### src/rtl/uart_pwm_frame_ctrl.sv
// Parses N_CH-byte duty frames (plus terminator) from a UART byte stream and drives N_CH PWM outputs.
// Duties are applied atomically at period wrap; a link watchdog zeroes outputs when frames stop arriving.
module uart_pwm_frame_ctrl #(
  parameter int         N_CH       = 2,
  parameter int         PERIOD_CNT = 27027,
  parameter logic [7:0] TERM       = 8'h0A,
  parameter int         BYTE_TMO   = 270270,
  parameter int         WDOG_CYC   = 27027027
) (
  input  logic              clk,
  input  logic              reset_uart,
  input  logic              rx_valid,
  input  logic [7:0]        rx_data,
  output logic [N_CH-1:0]   pwm_out,
  output logic [8*N_CH-1:0] duty_bus,
  output logic              frame_strobe,
  output logic              frame_err,
  output logic [15:0]       err_count,
  output logic              link_ok
);

  localparam int IW = (N_CH > 1) ? $clog2(N_CH) : 1;
  localparam int CW = $clog2(PERIOD_CNT + 1);
  localparam int PW = 8 + CW;
  localparam int TW = (BYTE_TMO > 2) ? $clog2(BYTE_TMO) : 1;
  localparam int WW = (WDOG_CYC > 2) ? $clog2(WDOG_CYC) : 1;

  localparam logic [IW-1:0] IDX_LAST = IW'(N_CH - 1);
  localparam logic [CW-1:0] CNT_LAST = CW'(PERIOD_CNT - 1);
  localparam logic [TW-1:0] TMR_LAST = TW'(BYTE_TMO - 1);
  localparam logic [WW-1:0] WD_LAST  = WW'(WDOG_CYC - 1);

  typedef enum logic [1:0] {COLLECT, TERMWAIT, RESYNC} state_t;

  state_t                 state, state_nx;
  logic [IW-1:0]          idx, idx_nx;
  logic [TW-1:0]          tmr;
  logic [WW-1:0]          wdog;
  logic [CW-1:0]          cnt;
  logic [N_CH-1:0][7:0]   shadow, pend, duty;
  logic                   pend_vld;
  logic                   store, accept, bad_term, tmr_active, tmo, wrap;
  logic [PW-1:0]          thr [N_CH];
  logic [N_CH-1:0]        pwm_nx;

  assign duty_bus = duty;
  assign wrap     = (cnt == CNT_LAST);

  always_comb begin
    state_nx   = state;
    idx_nx     = idx;
    store      = 1'b0;
    accept     = 1'b0;
    bad_term   = 1'b0;
    tmr_active = ((state == COLLECT) && (idx != '0)) || (state == TERMWAIT);
    // a byte arriving in the last timer cycle still counts as on time
    tmo        = tmr_active && !rx_valid && (tmr == TMR_LAST);
    case (state)
      COLLECT: begin
        if (rx_valid) begin
          store = 1'b1;
          if (idx == IDX_LAST) begin
            state_nx = TERMWAIT;
            idx_nx   = '0;
          end else begin
            idx_nx = idx + IW'(1);
          end
        end else if (tmo) begin
          idx_nx = '0;
        end
      end
      TERMWAIT: begin
        if (rx_valid) begin
          idx_nx = '0;
          if (rx_data == TERM) begin
            accept   = 1'b1;
            state_nx = COLLECT;
          end else begin
            bad_term = 1'b1;
            state_nx = RESYNC;
          end
        end else if (tmo) begin
          state_nx = COLLECT;
        end
      end
      RESYNC: begin
        if (rx_valid && (rx_data == TERM)) state_nx = COLLECT;
      end
      default: state_nx = COLLECT;
    endcase
  end

  always_comb begin
    pwm_nx = '0;
    for (int i = 0; i < N_CH; i++) begin
      thr[i] = (PW'(duty[i]) * PW'(PERIOD_CNT)) >> 8;
      if (duty[i] == 8'hFF)      pwm_nx[i] = 1'b1;
      else if (duty[i] == 8'h00) pwm_nx[i] = 1'b0;
      else                       pwm_nx[i] = (PW'(cnt) < thr[i]);
    end
  end

  always_ff @(posedge clk) begin
    if (reset_uart) begin
      state        <= COLLECT;
      idx          <= '0;
      shadow       <= '0;
      pend         <= '0;
      pend_vld     <= 1'b0;
      duty         <= '0;
      tmr          <= '0;
      wdog         <= '0;
      cnt          <= '0;
      pwm_out      <= '0;
      frame_strobe <= 1'b0;
      frame_err    <= 1'b0;
      err_count    <= '0;
      link_ok      <= 1'b0;
    end else begin
      state        <= state_nx;
      idx          <= idx_nx;
      if (store) shadow[idx] <= rx_data;
      tmr          <= (tmr_active && !rx_valid && !tmo) ? tmr + TW'(1) : '0;
      frame_strobe <= accept;
      frame_err    <= bad_term || tmo;
      if ((bad_term || tmo) && (err_count != 16'hFFFF)) err_count <= err_count + 16'd1;

      cnt <= wrap ? '0 : cnt + CW'(1);
      if (wrap && pend_vld) begin
        duty     <= pend;
        pend_vld <= 1'b0;
      end

      // acceptance beats expiry; expiry overrides a same-cycle apply
      if (accept) begin
        pend     <= shadow;
        pend_vld <= 1'b1;
        link_ok  <= 1'b1;
        wdog     <= '0;
      end else if (wdog == WD_LAST) begin
        link_ok  <= 1'b0;
        duty     <= '0;
        pend_vld <= 1'b0;
      end else begin
        wdog <= wdog + WW'(1);
      end

      pwm_out <= pwm_nx;
    end
  end

endmodule

### config.mk
export PLATFORM = sky130hd
export DESIGN_NAME = uart_pwm_frame_ctrl
export DESIGN_NICKNAME = d
export VERILOG_FILES = /design/src/rtl/uart_pwm_frame_ctrl.sv
export SDC_FILE = /design/constraint.sdc
export NUM_CORES = 1
export LEC_CHECK = 0
export ABC_AREA = 1
export CAP_MARGIN = 30
export CORE_MARGIN = 2
export CORE_UTILIZATION = 45
export DETAILED_ROUTE_END_ITERATION = 10
export PLACE_DENSITY_LB_ADDON = 0.12
export RECOVER_POWER = 100
export SETUP_SLACK_MARGIN = 0.05
export SYNTH_ARGS = -nofsm -noshare
export SYNTH_HDL_FRONTEND = slang
export SYNTH_SLANG_ARGS = --single-unit
export TNS_END_PERCENT = 20
### constraint.sdc
create_clock -name clk -period 8.7 [get_ports clk]
set_input_delay 0.87 -clock clk [delete_from_list [all_inputs] [get_ports clk]]
set_output_delay 0.87 -clock clk [all_outputs]
set_load 0.03 [all_outputs]
### Yosys cells after proc, flatten, opt, wreduce, memory -nomap -nowiden

Cells that the tools add are included.

| operators by class | value |
|---|---|
| reduce and logical (&&, ||, !) cells | 23 |
| $lt $le $gt $ge | 4 |
| multipliers | 2 |
| mux-type cells | 35 |
| bitwise operators | 1 |
| add/subtract/negate cells | 5 |
| eq/ne operators | 15 |

Operators by type and width:

| operator | count |
|---|---|
| $mux W16 | 3 |
| $mul A8 B15 Y23 const B | 2 |
| $lt A15 B15 Y1 | 2 |
| $add A25 B1 Y25 const B | 1 |
| $eq A25 B25 Y1 const B | 1 |
| $mux W1 | 21 |
| $add A19 B1 Y19 const B | 1 |
| $eq A19 B19 Y1 const B | 1 |
| $add A16 B1 Y16 const B | 1 |
| $bwmux W16 | 1 |
| $eq A8 B8 Y1 const B | 2 |
| $logic_not A8 Y1 | 2 |
| $ne A16 B16 Y1 const B | 1 |
| $add A15 B1 Y15 const B | 1 |
| $eq A15 B15 Y1 const B | 1 |
| $mux W2 | 6 |
| $demux W8 S1 | 1 |
| $eq A8 B4 Y1 const B | 1 |
| $logic_and A1 B1 Y1 | 8 |
| $mux W8 | 1 |
| $ne A2 B2 Y1 const B | 4 |
| $ne A3 B3 Y1 const B | 2 |
| $pmux W2 S3 | 1 |
| $reduce_or A2 Y1 | 3 |
| 14 further kinds | 17 |

| word-level totals | value |
|---|---|
| word-level logic and storage cells | 102 |
| flip-flop bits (word level) | 132 |
| output and inout bits | 37 |
| bits of input ports | 11 |

### Longest topological paths before layout

| depth | value |
|---|---|
| depth in word-level cells | 9 |
| mapped depth | 25 |
| gate-level depth less buffers | 25 |

### Worst setup path before layout

No wires, ideal clock.

| timing path | value |
|---|---|
| path type | register to register |
| start | register duty, in the netlist duty_bus[6] |
| end | register pwm_out[0] |
| slack | 4.022 ns |
| buffers on the path | 0 |
| cell stages (with the launch flop) | 26 |
| data arrival time | 4.608 ns |
| cells stage by stage | dfxtp_1 -> inv_1 -> ha_1 -> inv_1 -> fa_1 -> fa_1 -> inv_1 -> ha_1 -> ha_1 -> nand2_1 -> nand2_1 -> nor2_1 -> nand2_1 -> a21oi_1 -> o21bai_1 -> nand3_1 -> nand2_1 -> xor2_1 -> ha_1 -> a21oi_1 -> o21ai_0 -> a21oi_1 -> nor2_1 -> a211oi_1 -> nand2_1 -> a21oi_1 |

| between the ends | value |
|---|---|
| cells in the longest elaborated chain, start to end | 4 |

Ends and longest elaborated chain:

| element | RTL line | text |
|---|---|---|
| from (decl) | 40 | `logic [N_CH-1:0][7:0] shadow, pend, duty;` |
| from (signal assigned) | 130 | `duty <= pend;` |
| $mul A8 B15 Y23 | 96 | `thr[i] = (PW'(duty[i]) * PW'(PERIOD_CNT)) >> 8;` |
| $lt A15 B15 Y1 | 99 | `else pwm_nx[i] = (PW'(cnt) < thr[i]);` |
| $mux W1 | 98 | `else if (duty[i] == 8'h00) pwm_nx[i] = 1'b0;` |
| $mux W1 (*) | 97 | `if (duty[i] == 8'hFF) pwm_nx[i] = 1'b1;` |
| to (signal assigned) | 148 | `pwm_out <= pwm_nx;` |
| to (decl) | 14 | `output logic [N_CH-1:0] pwm_out,` |

Every way passes the cells marked *; elsewhere a longest branch is shown, timed or not.
A chain may end at the register's enable or synchronous reset.

### Final worst setup path

Same ends and word-level chain as after synthesis.

==> results.py <==
metrics = {
    "run_status": {
        "status": "finished clean",
    },
    "setup_path": {
        "rrSetupSlack_ns": 3.63,
        "crit_path_start_kind": "flop",
        "rr_endpoint": "pwm_out[0]",
        "cp.required_ns": 9.03,
        "cp_data_arrival_time_ns": 5.40,
        "reg2reg_depth": 25,
        "critPathMaxFanout": 8,
        "worstSetupPathType": "flop to flop",
        "r2r_start": "duty_bus[6]",
        "end_kind": "flop",
    },
    "layout": {
        "n_fill_cell": 2378,
        "antenna_cells": 0,
        "layout-drive-gt1-share": 0.0641,
        "instances_no_fill": 1785,
        "area_growth_pct": 12.7,
        "fin_nets": 1663,
        "stdcell_area_mm2": 0.0120,
    },
    "timing": {
        "finalSetupViolCount": 0,
        "maxSlewHeadroom": 0.00981,
        "drv_slew": 0,
        "fin_crit_sh": 0.583,
        "period_minus_slack_ns": 5.07,
        "worst_pin_slew_ns": 1.49,
        "grt_setup_unrepaired": "no",
        "fin_setup_tns_ns": 0,
        "report.final.hold_viol_count": 0,
        "finClkSkew_ns": 0.00927,
        "fmax_mhz": 197,
    },
    "min_path": {
        "whs_endpoint": "shadow[10]",
        "min_from": "shadow[10]",
        "hold_path.class": "flop to flop",
        "hold_depth": 2,
    },
    "die": {
        "die_x_um": 158,
        "io_pins": 48,
        "die_h_um": 158,
        "start_util": 0.456,
        "core_mm2": 0.0234,
        "fp-row-count": 56,
        "die_area_mm2": 0.0250,
    },
    "power_and_ir_drop": {
        "p_leak_nw": 5.64,
        "internal-power_w": 0.00110,
        "power_w": 0.00143,
        "peakVddDrop_mv": 0.135,
        "combPwrFrac": 0.037,
        "p_sw_w": 0.000330,
        "seqPwrFrac": 0.434,
        "power_density_mw_per_mm2": 119,
        "switching_share": 0.231,
        "p_clk_frac": 0.529,
    },
    "synth": {
        "yosys.area.top_type": "dfxtp_1",
        "synth.top_cell.area_share": 0.248,
        "synthTopCellsByArea": "dfxtp_1 (25%), ha_1 (20%), inv_1 (8.5%)",
        "synth_cell_types": 48,
        "yosysWarnings": 0,
        "synthCells": 1401,
        "post_synth.cell_area_avg_um2": 7.62,
        "synth_commonest_cells": "inv_1 (242), nand2_1 (217), ha_1 (167)",
        "ys_seq_elements": 132,
        "synth_edf_count": 0,
        "syn_area_mm2": 0.0107,
        "synth.most_common_cell": "inv_1",
        "synthArstFlopShare": 0,
        "syn_nets": 1611,
        "yosys_most_used_dff": "dfxtp_1",
        "yosysSeqAreaShare": 0.248,
    },
    "global_routing": {
        "grt_pass1_vias": 8576,
        "grt_pass1_wl_um": 41200,
        "overflow": 0,
        "antenna_found_initial": 0,
        "grt_start_max_net_pins": 32,
        "grt.total_usage": 0.204,
    },
    "placed_design": {
        "dp_cells": 1753,
        "portBuffers": 47,
        "post-dp-hpwl_um": 19200,
        "gp_congestion": 0.847,
        "place_area_mm2": 0.0115,
    },
    "cts": {
        "cts.htree.levels": 4,
        "cts-root-buf": "clkbuf_16",
        "cts-resized-gates": 0,
        "path_clk_slew_ns": 0.06,
        "clock_sinks": 132,
        "cts_made_buffers": 17,
        "cts_tree": "yes",
        "cts_setup_buffers": 0,
        "postCtsHoldBufs": 0,
        "insertion_delay_ns": 0.42,
        "cts_buffer_depth": 2,
    },
    "route": {
        "route.detailed.drc": 0,
        "drtAntennaViolNets": 0,
        "drt_iter0_markers": 554,
        "vias": 8869,
        "wirelength_um": 24000,
        "first_pass_iters": 5,
        "wl_per_cell_um": 13.4,
        "post_drt_via_cell_ratio": 4.97,
    },
    "job": {
        "cap_violations": 0,
    },
}
[worst max-delay path, stage by stage, from the launching register on]
cell and delay [ns]:
dfxtp_1 0.49, inv_1 0.11, ha_1 0.31, inv_1 0.06, fa_1 0.49, fa_1 0.53, inv_1 0.05, ha_1 0.27
ha_1 0.35, nand2_1 0.10, nand2_1 0.09, nor2_1 0.20, nand2_1 0.10, a21oi_1 0.23, o21bai_1 0.15, nand3_1 0.09
nand2_1 0.06, xor2_1 0.15, ha_1 0.30, a21oi_1 0.19, o21ai_0 0.11, a21oi_1 0.14, nor2_1 0.05, a211oi_1 0.16
nand2_1 0.08, a21oi_1 0.11
[final cells by class]
type / count / area (µm²) / area share
tap: 319 / 399 / 0.0332
clock inverter: 14 / 188 / 0.0156
clock buffer: 18 / 439 / 0.0365
sequential: 132 / 2640 / 0.220
multi-input combinational: 993 / 6890 / 0.573
inverter: 258 / 970 / 0.0807
timing repair buffer: 51 / 497 / 0.0413
[per-stage QoR]
step	util	hold slack (ns)	setup WS (ns)
final	0.514	0.461	3.63
after global routing	0.514	0.482	3.13
after CTS	0.517	0.459	3.70
after detailed placement	0.490	0.450	3.77
after global placement	0.489	0.441	3.88
after floorplan	-	0.423	4.02
[kinds of logic after synthesis]
group / share of synthesized area
compound gates: 0.123
fa+ha+maj: 0.256
simple gates: 0.223
buf+inv: 0.101
xor+xnor: 0.0493
flops: 0.248
[power by group through the flow]
stage / Clock [W] / Combinational (W) / Sequential (W)
floorplan: 0 / 0.0000383 / 0.000633
global placement: 0 / 0.0000549 / 0.000633
detailed placement: 0 / 0.0000558 / 0.000634
CTS: 0.000776 / 0.0000563 / 0.000620
global route: 0.000802 / 0.0000622 / 0.000621
finish: 0.000756 / 0.0000533 / 0.000620
[registers in the layout, indices dropped and copies added, names as in the netlist]
register,cells
shadow,16
duty_bus,16
link_ok,1
pwm_out,2
idx,1
tmr,19
pend_vld,1
frame_err,1
state,2
wdog,25
frame_strobe,1
err_count,16
cnt,15
pend,16
[metal layers]
metal | vias up | wire length [µm] | track usage | share of wire
met1 | 4049 | 12100 | 0.282 | 0.51
met2 | 101 | 11000 | 0.339 | 0.46
met3 | 17 | 595 | 0.0274 | 0.025
met4 | 0 | 208 | 0.0438 | 0.0087
li1 | 4702 | - | - | -
met5 | - | 0 | 0 | 0
[cell usage in the layout, fill, tap and decap left out, drive strengths merged, types with 14 or more instances in the layout]
master       instances
clkbuf              21
nand2              234
xnor2               20
a21oi              114
fa                  32
dfxtp              132
ha                 167
inv                263
nor4                15
dlygate4sd3         40
nand4               26
xor2                40
nor3                37
o21ai               78
nand3               55
o22ai               14
nor2               108
[worst max-delay path by stage]
stage	startpoint	to	slack, ns	cells after the start
after floorplan	duty_bus[6]	pwm_out[0]	4.02	25
after global placement	duty_bus[6]	pwm_out[0]	3.88	25
after detailed placement	duty_bus[6]	pwm_out[0]	3.77	25
after CTS	duty_bus[6]	pwm_out[0]	3.70	25
after global routing	duty_bus[6]	pwm_out[0]	3.13	25
final	duty_bus[6]	pwm_out[0]	3.63	25
Note: power is estimated with default switching activity, not from simulation.
